--- src/rtl/pixel_window.sv ---
// Streaming 3x3 neighbourhood generator: two line buffers plus a shifting
// 3x3 window register, with border windows suppressed via win_valid.
module pixel_window #(
   parameter int WIDTH  = 64,
   parameter int HEIGHT = 48
) (
   input  logic        clk,
   input  logic        rst_n,
   input  logic        sof,
   input  logic        pix_valid,
   input  logic [7:0]  pix_in,
   output logic        win_valid,
   output logic [71:0] win,
   output logic        frame_done
);

   localparam int CW = (WIDTH  > 1) ? $clog2(WIDTH)  : 1;
   localparam int RW = (HEIGHT > 1) ? $clog2(HEIGHT) : 1;

   logic [CW-1:0] col, cur_col;
   logic [RW-1:0] row, cur_row;
   logic [7:0]    lb0 [WIDTH];
   logic [7:0]    lb1 [WIDTH];
   logic [7:0]    lb0_rd, lb1_rd;
   logic          last_col, last_row;

   // sof relocates the accompanying pixel to (0,0) before anything uses the position
   always_comb begin
      cur_col  = sof ? '0 : col;
      cur_row  = sof ? '0 : row;
      lb0_rd   = lb0[cur_col];
      lb1_rd   = lb1[cur_col];
      last_col = (cur_col == CW'(WIDTH - 1));
      last_row = (cur_row == RW'(HEIGHT - 1));
   end

   always_ff @(posedge clk) begin
      if (pix_valid) begin
         lb1[cur_col] <= lb0_rd;
         lb0[cur_col] <= pix_in;
      end
   end

   always_ff @(posedge clk or negedge rst_n) begin
      if (!rst_n) begin
         col        <= '0;
         row        <= '0;
         win        <= '0;
         win_valid  <= 1'b0;
         frame_done <= 1'b0;
      end else begin
         win_valid  <= 1'b0;
         frame_done <= 1'b0;
         if (pix_valid) begin
            // each row of three bytes shifts left; the new right column enters
            win       <= {win[63:48], lb1_rd, win[39:24], lb0_rd, win[15:0], pix_in};
            win_valid <= (cur_row >= RW'(2)) && (cur_col >= CW'(2));
            if (last_col) begin
               col <= '0;
               if (last_row) begin
                  row        <= '0;
                  frame_done <= !sof;
               end else begin
                  row <= cur_row + 1'b1;
               end
            end else begin
               col <= cur_col + 1'b1;
               row <= cur_row;
            end
         end else if (sof) begin
            col <= '0;
            row <= '0;
         end
      end
   end

endmodule

--- config.mk ---
export PLATFORM = sky130hd
export DESIGN_NAME = pixel_window
export DESIGN_NICKNAME = d
export VERILOG_FILES = /design/src/rtl/pixel_window.sv
export SDC_FILE = /design/constraint.sdc
export NUM_CORES = 1
export LEC_CHECK = 0
export ABC_AREA = 1
export ABC_CLOCK_PERIOD_IN_PS = 8300
export CELL_PAD_IN_SITES_DETAIL_PLACEMENT = 1
export CELL_PAD_IN_SITES_GLOBAL_PLACEMENT = 1
export CORE_ASPECT_RATIO = 0.75
export CORE_MARGIN = 2
export CORE_UTILIZATION = 25
export DETAILED_ROUTE_END_ITERATION = 8
export GPL_ROUTABILITY_DRIVEN = 0
export GPL_TIMING_DRIVEN = 1
export PLACE_DENSITY_LB_ADDON = 0.1
export SLEW_MARGIN = 20
export SYNTH_ARGS = -nofsm -noshare
export SYNTH_HDL_FRONTEND = slang
export SYNTH_SLANG_ARGS = --single-unit
export TNS_END_PERCENT = 5
--- constraint.sdc ---
create_clock -name clk -period 8.3 [get_ports clk]
set_input_delay 1.66 -clock clk [delete_from_list [all_inputs] [get_ports clk]]
set_output_delay 1.66 -clock clk [all_outputs]
set_load 0.005 [all_outputs]
After elaboration in Yosys (flattened, before gate mapping)
Memories as Yosys holds them, arrays and structs flattened. A register that Yosys moved wholly into a read port is not among the register bits. Cells that the tools add are included. W data, S select, Z words.

Bits in registers: 86. Bits in writable memories: 1024. Input bits: 12. Output and inout port bits: 74. Logic and storage cells: 29. Memories: 2.

Memory list: lb0 (depth 64, width 8, rd ports 1, clocked after memory_dff 0, write ports 1, line 22) `logic [7:0] lb0 [WIDTH];`; lb1 (depth 64, width 8, rd ports 1, clocked after memory_dff 1, write ports 1, line 23) `logic [7:0] lb1 [WIDTH];`.

Add/sub/neg operators: 2. Magnitude comparators: 2. Equality and inequality tests: 2. Multiplexer cells: 13. Reduce and logical (&&, ||, !) cells: 3.

Operators with widths (count): $mux W6 (7); $add A6 B1 Y6 const B (2); $eq A6 B6 Y1 const B (2); $ge A6 B2 Y1 const B (2); $mux W1 (6); $logic_not A1 Y1 (2); $logic_and A1 B1 Y1 (1).

Longest topological paths before layout
Gate-level depths: netlist of the first run.

Depth in word-level cells: 5. Gate-level depth with buffers: 17. Gate-level depth less buffers: 14.

Worst setup path before layout of the first run
Ideal clock, no wire load.

Kind: input to register. Start point: in sof. End point: mem lb0[1][0] (enable). Setup time: 0.430 ns. Arrival time: 4.355 ns. Required time: 7.870 ns. Setup slack: 3.515 ns. Stages: 11. Buffers on the path: 3. Cell sequence: buf_6 inv_2 buf_6 nand2_4 inv_2 nor2_1 inv_2 nor2_2 buf_4 inv_1 nor4_1.

Cells in the longest elaborated chain, start to end: 1.

RTL lines: start, declared (line 9) `input logic sof,`; $mux W6; end, declared (line 22).

Every way passes these cells.

Final worst setup path of the first run
Start point: in sof. End point: mem lb1[33][2], data pin.

Cells in the longest elaborated chain, start to end: 2.

RTL lines: $mux W6; $mem_v2 Z64 W8; named net lb0_rd[2] (line 24) `logic [7:0] lb0_rd, lb1_rd;`; end, declared (line 23).

The timed path passes the listed nets, and every way through them passes these cells.

==> metrics.yaml, run 1 <==
hold_path:
  whs_path_depth: 2
  hp-start: "win[71]"
  holdPathEnd: "win[71]"
  hold_path.class: "reg2reg"
finish:
  fillCellCount: 20400
  final_cell_mix: "nand2_1, edfxtp_1, inv_1"
  final_nets: 4520
  drive_gt1_share_pct: 8.25
  syn_to_final_growth_pct: 17.4
  fin_cells: 7031
  stdcell_area_mm2: 0.0543
  layout_commonest_cell: "nand2_1"
global_routing:
  grt_pass1_wl_um: 244000
  antenna_found_initial: 11
  grt_usage_pct: 18.1
  grt_max_degree: 128
  grt_pass1_vias: 31500
  grt_overflow: 0
route:
  via_count: 31000
  drtIter0Drc: 2207
  wirelength_um: 171000
  drc: 0
  ant_nets: 0
  drt-pass1-iter-count: 5
  wl_per_cell_um: 24.4
  vias_per_cell: 4.41
setup_path:
  crit_required_ps: 8720
  r2r-start: "col[0]"
  reg2reg_slack_ps: 3600
  crit_type: "in2reg"
  worst-path-max-fanout: 66
  critPathCaptureType: "flop"
  r2r_cells: 15
  worstSetupStartpointType: "input port"
  r2r-end: "lb1[7][1]"
  worstPathArrival_ps: 6240
placement:
  io_buffers: 85
  dpl-instance-area_mm2: 0.0506
  dp.cells: 6800
  place_hpwl_um: 101000
sta:
  fmax_ghz: 0.172
  finClkSkew_ps: 18.0
  hold_viol: 0
  finalCriticalPeriod_ps: 5820
  setup_viol: 0
  fin_setup_tns_ps: 0
  slew_viol_final: 0
  period_share_pct: 70.1
  grt_setup_unrepaired: "false"
  max_slew_margin_pct: 24.9
  tightest_slew_ps: 1120
synth:
  synth_area_per_cell_um2: 10.6
  synth_top_area_share_pct: 66.4
  synth.distinct_cells: 33
  ys_warn_count: 0
  synth_top_area_cell: "edfxtp_1"
  synthCells: 4359
  synth_seq_cells: 1110
  seq_area_frac_synth_pct: 71.1
  ys_top_cells_by_area: "edfxtp_1, nand2_1, nand3_1, dfrtp_1, inv_1"
  synth_area_mm2: 0.0463
  syn_nets: 4373
cts:
  post_cts_resized: 0
  clock-sinks: 1110
  clkSlewWorstSetupHoldPaths_ps: 60
  clkLatencyLatePin_ps: 760
  ctsHtreeMaxLevel: 3
  cts_setup_buffers: 0
  cts_buffer_depth: 3
  ctsHoldBuffers: 0
  numCtsBuffers: 119
  cts_root_buf: "clkbuf_16"
  tritoncts: "done"
flow_run:
  maxCapViolCount: 0
outcome:
  status: "complete, no violations"
floorplan:
  die_x_um: 501
  dieArea_mm2: 0.189
  start_util_pct: 25.2
  io_pins: 86
  rows: 136
  die_height_um: 377
  core-area_mm2: 0.184
power:
  irDropWorstVdd_mv: 0.159
  powerDensity_mw_per_mm2: 234
  cellLeakagePower_nw: 21.3
[synthesized netlist by cell type, drive strengths merged]
cell type,count
a21oi,33
a221oi,1
buf,145
clkbuf,58
dfrtp,86
edfxtp,1024
ha,2
inv,497
nand2,1665
nand3,438
nand3b,3
nand4,9
nor2,271
nor3,2
nor3b,1
nor4,3
o211ai,11
o21ai,102
o22ai,1
o31a,1
or2,6
[worst max-delay path by stage]
stage / from / to / cells after the start
after floorplan: sof / lb0[1][0] / 11
after global placement: sof / lb1[6][2] / 15
after detailed placement: sof / lb1[6][2] / 15
after CTS: sof / lb1[15][2] / 15
after global routing: sof / lb1[32][2] / 15
final: sof / lb1[33][2] / 15
[flip-flops by register name, indices dropped and copies added (netlist names)]
signal	count
row	6
win	72
col	6
win_valid	1
lb0	512
lb1	512
frame_done	1
[kinds of logic (layout without fill, tap and decap cells)]
| logic type | Yosys count | after routing | share of synthesized area, % |
|---|---|---|---|
| buf+inv | 700 | 947 | 6.13 |
| other cells | 0 | 10 | 0 |
| flops | 1110 | 1110 | 71.1 |
| fa+ha+maj | 2 | 2 | 0.0541 |
| simple gates | 2398 | 2398 | 21.0 |
| compound gates | 149 | 149 | 1.70 |
[worst max-delay path, stage by stage]
cell and delay [ps]:
clkdlybuf4s50_1 450, buf_4 220, inv_2 450, nand2_8 460
nor2_8 490, buf_4 430, nand2_1 90, nand3_1 90
nand2_1 50, nand2_1 140, nand2_1 180, nand2_1 410
nor2_1 160, nand2_4 90, buf_4 680
[metal layers]
layer	track usage, %	up-vias	routed length, um
met3	2.58	161	5750
met5	0	-	0
met2	26.9	432	73100
met4	3.65	0	3170
met1	27.8	15900	89300
li1	-	14600	-
[layout make-up]
type | count | area, um2 | area share (%)
clock inverters | 73 | 533 | 0.981
well taps | 2415 | 3020 | 5.56
inverters | 497 | 1870 | 3.44
flip-flops and latches | 1110 | 32900 | 60.5
repair buffers | 229 | 2090 | 3.85
multi-input cells | 2549 | 10700 | 19.7
diodes | 10 | 25.0 | 0.0461
clock buffers | 148 | 3190 | 5.87
[metrics by stage]
| stage | setup slack (ps) | total power [mW] | hold WS (ps) | utilization, % |
|---|---|---|---|---|
| global placement | 1710 | 7.58 | 458 | 27.6 |
| floorplan | 3510 | 6.92 | 465 | - |
| finish | 2480 | 12.7 | 483 | 29.6 |
| global route | 2340 | 13.2 | 516 | 29.6 |
| detailed placement | 1640 | 7.58 | 462 | 27.6 |
| CTS | 2470 | 12.9 | 490 | 29.6 |
[power by group]
group          internal, mW  leakage (nW)  total [mW]  switching [mW]
sequential             6.27          10.3        6.32          0.0471
clock                  2.95          1.84        5.28            2.34
combinational         0.289          9.20        1.10           0.816
No activity file was read; power rests on OpenSTA's default activity.
==> inputs of run 2 (changes only) <==
- ABC_CLOCK_PERIOD_IN_PS: 8300 -> 5200
- clock period: 8.3 -> 5.2 ns (I/O delays scaled with it)
==> run 2 against run 1 <==
Net effect: sequential cell count unchanged; power up 61%; count of clock-buffer cells in the layout up 1; routed wire length down 1.2%; hold slack worse by 200 ps; first-iteration DRC count down 1.8%; final area up 1.4%; clock power up 63%; sequential share of layout area down 0.83 points; cell count up 0.81%; critical path type unchanged; highest routed layer unchanged.
==> metrics.yaml, run 2 (synthesized netlist as in run 1, its figures left out) <==
global_routing:
  grt_pass1_wl_um: 244000
  grt_pass1_vias: 31800
  grt_use_met1_pct: 27.8
  grt_overflow: 0
  grt.busiest_layer: "met1"
  antenna_found_initial: 15
  grt_usage_pct: 18.0
  grt_use_met3_pct: 2.38
  grt_max_degree: 70
  grtUsageMet2_pct: 26.9
setup_path:
  crit_type: "in2reg"
  crit_required_ps: 5680
  worstPathArrival_ps: 4640
  worst-path-max-fanout: 24
  worstSetupStartpointType: "input port"
  critPathCaptureType: "flop"
floorplan:
  core-area_mm2: 0.184
  dieArea_mm2: 0.189
  start_util_pct: 25.2
  die_height_um: 377
  die_x_um: 501
  rows: 136
  io_pins: 86
power:
  seq_power_share_pct: 49.2
  cellLeakagePower_nw: 21.7
  p_clk_share_pct: 42.0
  p_comb_share_pct: 8.8
  powerDensity_mw_per_mm2: 372
  irDropWorstVdd_mv: 0.246
  swShare_pct: 25.1
  intPower_mw: 15.4
  power_switching_mw: 5.15
placement:
  io_buffers: 85
  place_hpwl_um: 104000
  pre_cts_slack_ps: 270
  dp.cells: 6857
finish:
  fillCellCount: 20500
  final_nets: 4577
  post-route-util_pct: 30.0
  syn_to_final_growth_pct: 19.0
  multi_input_area_mm2: 0.0107
  seq_area_mm2: 0.0329
  final_cell_mix: "nand2_1, edfxtp_1, inv_1"
  top_regs: "lb0 x512, lb1 x512, win x72"
  fin_cells: 7088
  drive_gt1_share_pct: 9.51
  layout_commonest_cell: "nand2_1"
flow_run:
  maxCapViolCount: 0
cts:
  clkSlewWorstSetupHoldPaths_ps: 60
  clkLatencyLatePin_ps: 760
  numCtsBuffers: 119
  clock-sinks: 1110
  ctsHtreeMaxLevel: 3
  cts_root_buf: "clkbuf_16"
  cts_setup_buffers: 0
  ctsHoldBuffers: 0
  post_cts_resized: 0
  tritoncts: "done"
  cts_buffer_depth: 3
route:
  wirelength_um: 169000
  wl_per_cell_um: 23.9
  drtIter0Drc: 2168
  via_count: 31200
  drt-pass1-iter-count: 8
  ant_nets: 0
  drc: 0
  vias_per_cell: 4.40
sta:
  finalCriticalPeriod_ps: 4150
  finClkSkew_ps: 28.9
  slew_viol_final: 0
  period_share_pct: 79.9
  tightest_slew_ps: 1030
  setup_viol: 0
  fmax_ghz: 0.241
  max_slew_margin_pct: 30.9
  hold_viol: 0
  setup_ws_ps: 1050
  holdWs_ps: 284
  grt_setup_unrepaired: "false"
  fin_setup_tns_ps: 0
hold_path:
  hold_path.class: "in2async"
outcome:
  status: "complete, no violations"
[run 2: power groups by stage]
stage	logic (mW)	clock network, mW	registers [mW]
6_report	1.81	8.62	10.1
5_1_grt	2.01	9.23	10.1
4_1_cts	1.87	8.91	10.1
3_5_place_dp	1.86	0	10.3
3_3_place_gp	1.86	0	10.3
2_1_floorplan	0.794	0	10.3
[run 2: worst paths after layout]
check | startpoint | end | slack [ps] | cells past startpoint
min in group clk | win[71] | win[71] | 480 | 2
hold / removal | rst_n | win[69] | 280 | 1
setup reg to reg | col[0] | lb1[26][4] | 1380 | 15
max in group asynchronous | rst_n | win[29] | 3780 | 2
setup / recovery | sof | lb1[26][4] | 1050 | 16
hold reg to reg | win[71] | win[71] | 480 | 2
[run 2: cell type report]
class / instances / share of cell area (%)
diodes: 6 / 0.0273
multi-input cells: 2549 / 19.4
inverters: 497 / 3.40
flip-flops and latches: 1110 / 59.7
clock buffers: 149 / 5.66
clock inverters: 76 / 1.30
well taps: 2415 / 5.48
repair buffers: 286 / 5.01
[run 2: through the flow]
step | instance area [um2] | total power [mW]
2_1_floorplan | 46300 | 11.1
3_3_place_gp | 51200 | 12.1
3_5_place_dp | 51200 | 12.1
4_1_cts | 55100 | 20.9
5_1_grt | 55100 | 21.3
6_report | 55100 | 20.5
[run 2: worst max-delay path, stage by stage]
cell and delay [ps]:
clkdlybuf4s50_1 560, buf_4 270, nor2_8 290, buf_12 240
buf_4 190, nand2_1 60, nand3_1 60, nand3_1 80
nand2_1 60, nand2_1 120, nand2_1 200, nand2_1 70
nor2_1 550, buf_4 240, nand2_4 230, buf_4 310
[run 2: per-layer routing]
layer / routed length, um / part of all wire [%]
met5: 0 / 0
met4: 2360 / 1.4
met3: 5750 / 3.4
met2: 72500 / 43
met1: 88600 / 52
==> inputs of run 3 (changes only) <==
- ABC_CLOCK_PERIOD_IN_PS: 5200 -> 3440
- clock period: 5.2 -> 3.44 ns (I/O delays scaled with it)
==> run 3 against run 2 <==
Net effect: critical path depth up 1; die area unchanged; count of clock-buffer cells in the layout up 15; utilization up 1.5 points; cell count up 2.9%; via count up 2.2%; highest routed layer is now met5; sequential share of layout area down 2.8 points; routed wire length up 1.8%; power up 50%; register-to-register slack worse by 1100 ps; sequential cell count unchanged.
==> metrics.yaml, run 3 (synthesized netlist as in run 1, its figures left out) <==
outcome:
  status: "complete, no violations"
route:
  drc: 0
  wirelength_um: 172000
  drt-pass1-iter-count: 7
  drtIter0Drc: 2345
  via_count: 31900
  ant_nets: 0
  wl_per_cell_um: 23.6
  vias_per_cell: 4.37
finish:
  top_regs: "lb0 x512, lb1 x512, win x72"
  final_cell_mix: "nand2_1, edfxtp_1, inv_1"
  layout_commonest_cell: "nand2_1"
  drive_gt1_share_pct: 13.1
  seq_area_mm2: 0.0329
  multi_input_area_mm2: 0.0107
  stdcell_area_mm2: 0.0578
  final_nets: 4787
  syn_to_final_growth_pct: 25.0
  fillCellCount: 20400
sta:
  finalCriticalPeriod_ps: 3380
  max_slew_margin_pct: 44.2
  fmax_ghz: 0.296
  slew_viol_final: 0
  period_share_pct: 98.2
  hold_viol: 0
  setup_viol: 0
  fin_setup_tns_ps: 0
  grt_setup_unrepaired: "false"
  tightest_slew_ps: 837
  finClkSkew_ps: 37.1
cts:
  clkSlewWorstSetupHoldPaths_ps: 70
  tritoncts: "done"
  cts_buffer_depth: 3
  cts_root_buf: "clkbuf_16"
  clock-sinks: 1110
  numCtsBuffers: 118
  clkLatencyLatePin_ps: 760
  cts_setup_buffers: 0
  ctsHtreeMaxLevel: 3
global_routing:
  grt_usage_pct: 18.3
  grt_max_degree: 63
  grt_pass1_vias: 32600
  grt_overflow: 0
  antenna_found_initial: 14
  grt_pass1_wl_um: 247000
floorplan:
  die_x_um: 501
  rows: 136
  dieArea_mm2: 0.189
  io_pins: 86
  die_height_um: 377
  core-area_mm2: 0.184
  start_util_pct: 25.2
setup_path:
  crit_type: "in2reg"
  slowest_delay_ps: 430
  crit_slowest_cell: "nor2_1"
  crit_start: "sof"
  worstSetupStartpointType: "input port"
  crit_required_ps: 3870
  worst-path-max-fanout: 48
  crit_chain: "clkdlybuf4s50_1, buf_4, inv_2, buf_4, nand2_4, inv_6, buf_12, buf_4, nand3_1, nand2_1, nand2_1, nand2_1, nand2_1, nor2_1, buf_4, nand2_4, buf_12"
  r2r-start: "col[0]"
  worstPathArrival_ps: 3810
  critPathCaptureType: "flop"
hold_path:
  hold_path.class: "in2reg"
  hp-start: "pix_in[6]"
power:
  swShare_pct: 25.1
  powerDensity_mw_per_mm2: 534
  irDropWorstVdd_mv: 0.397
  p_comb_share_pct: 10.2
  intPower_mw: 23.1
  cellLeakagePower_nw: 23.1
  power_switching_mw: 7.75
  p_clk_share_pct: 40.4
  seq_power_share_pct: 49.4
  power.total_mw: 30.9
flow_run:
  maxCapViolCount: 0
placement:
  place_hpwl_um: 115000
  io_buffers: 85
  dpl-instance-area_mm2: 0.0541
-- run 3: cell types whose count changed in the layout (fill, tap and decap cells not counted), sizes merged, moves of 3 or more --
cell,before,now
clkinvlp,4,1
bufinv,12,4
clkinv,55,46
buf,211,421
clkbuf,149,164
inv,502,499
-- run 3: routing by layer --
metal	vias up	wire length, um	track usage [%]
met3	172	7120	2.34
met4	2	3410	3.71
met2	506	73200	27.2
li1	15100	-	-
met1	16100	88600	28.2
met5	-	7	0
-- run 3: layout make-up --
type                            instances  share of cell area [%]
Multi-Input combinational cell       2549                    18.5
Inverter                              497                    3.24
Sequential cell                      1110                    56.9
Clock inverter                         53                   0.634
Timing Repair Buffer                  497                    9.83
Antenna cell                            7                  0.0303
Tap cell                             2415                    5.22
Clock buffer                          164                    5.69
-- run 3: critical path: cells and delay by family --
kind / cells / cell delay (ps)
and+or+nand+nor: 8 / 1030
buffers and inverters: 9 / 2000
-- run 3: power by group through the flow --
stage | clock network (mW) | logic (mW) | registers (mW)
finish | 12.5 | 3.16 | 15.2
detailed placement | 0 | 3.23 | 15.5
global placement | 0 | 3.23 | 15.5
CTS | 12.9 | 3.25 | 15.2
floorplan | 0 | 1.20 | 15.5
global route | 13.4 | 3.47 | 15.2
-- run 3: final timing paths --
kind | end | slack, ps | depth (start not counted)
min reg2reg | win[71] | 470 | 2
min in group asynchronous | frame_done | 490 | 2
max in group asynchronous | win[24] | 2260 | 3
max | lb1[37][6] | 60 | 17
min | lb0[34][6] | 420 | 1
max reg2reg | lb1[62][1] | 250 | 15
-- run 3: timing repair --
item	4_1_cts	5_1_grt
gates resized for setup	0	1
hold buffers	1	0
setup endpoints to repair	0	137
endpoints found under the hold margin	42	0
-- run 3: stage by stage --
stage          worst slack [ps]  hold WS [ps]  instances  utilization (%)
2_1_floorplan              69.5           392       4359                -
3_3_place_gp               -694           461       7067             29.5
3_5_place_dp               -673           463       7067             29.5
4_1_cts                    43.8           363       7285             31.5
5_1_grt                    29.2           374       7286             31.5
6_report                   62.9           418       7292             31.5
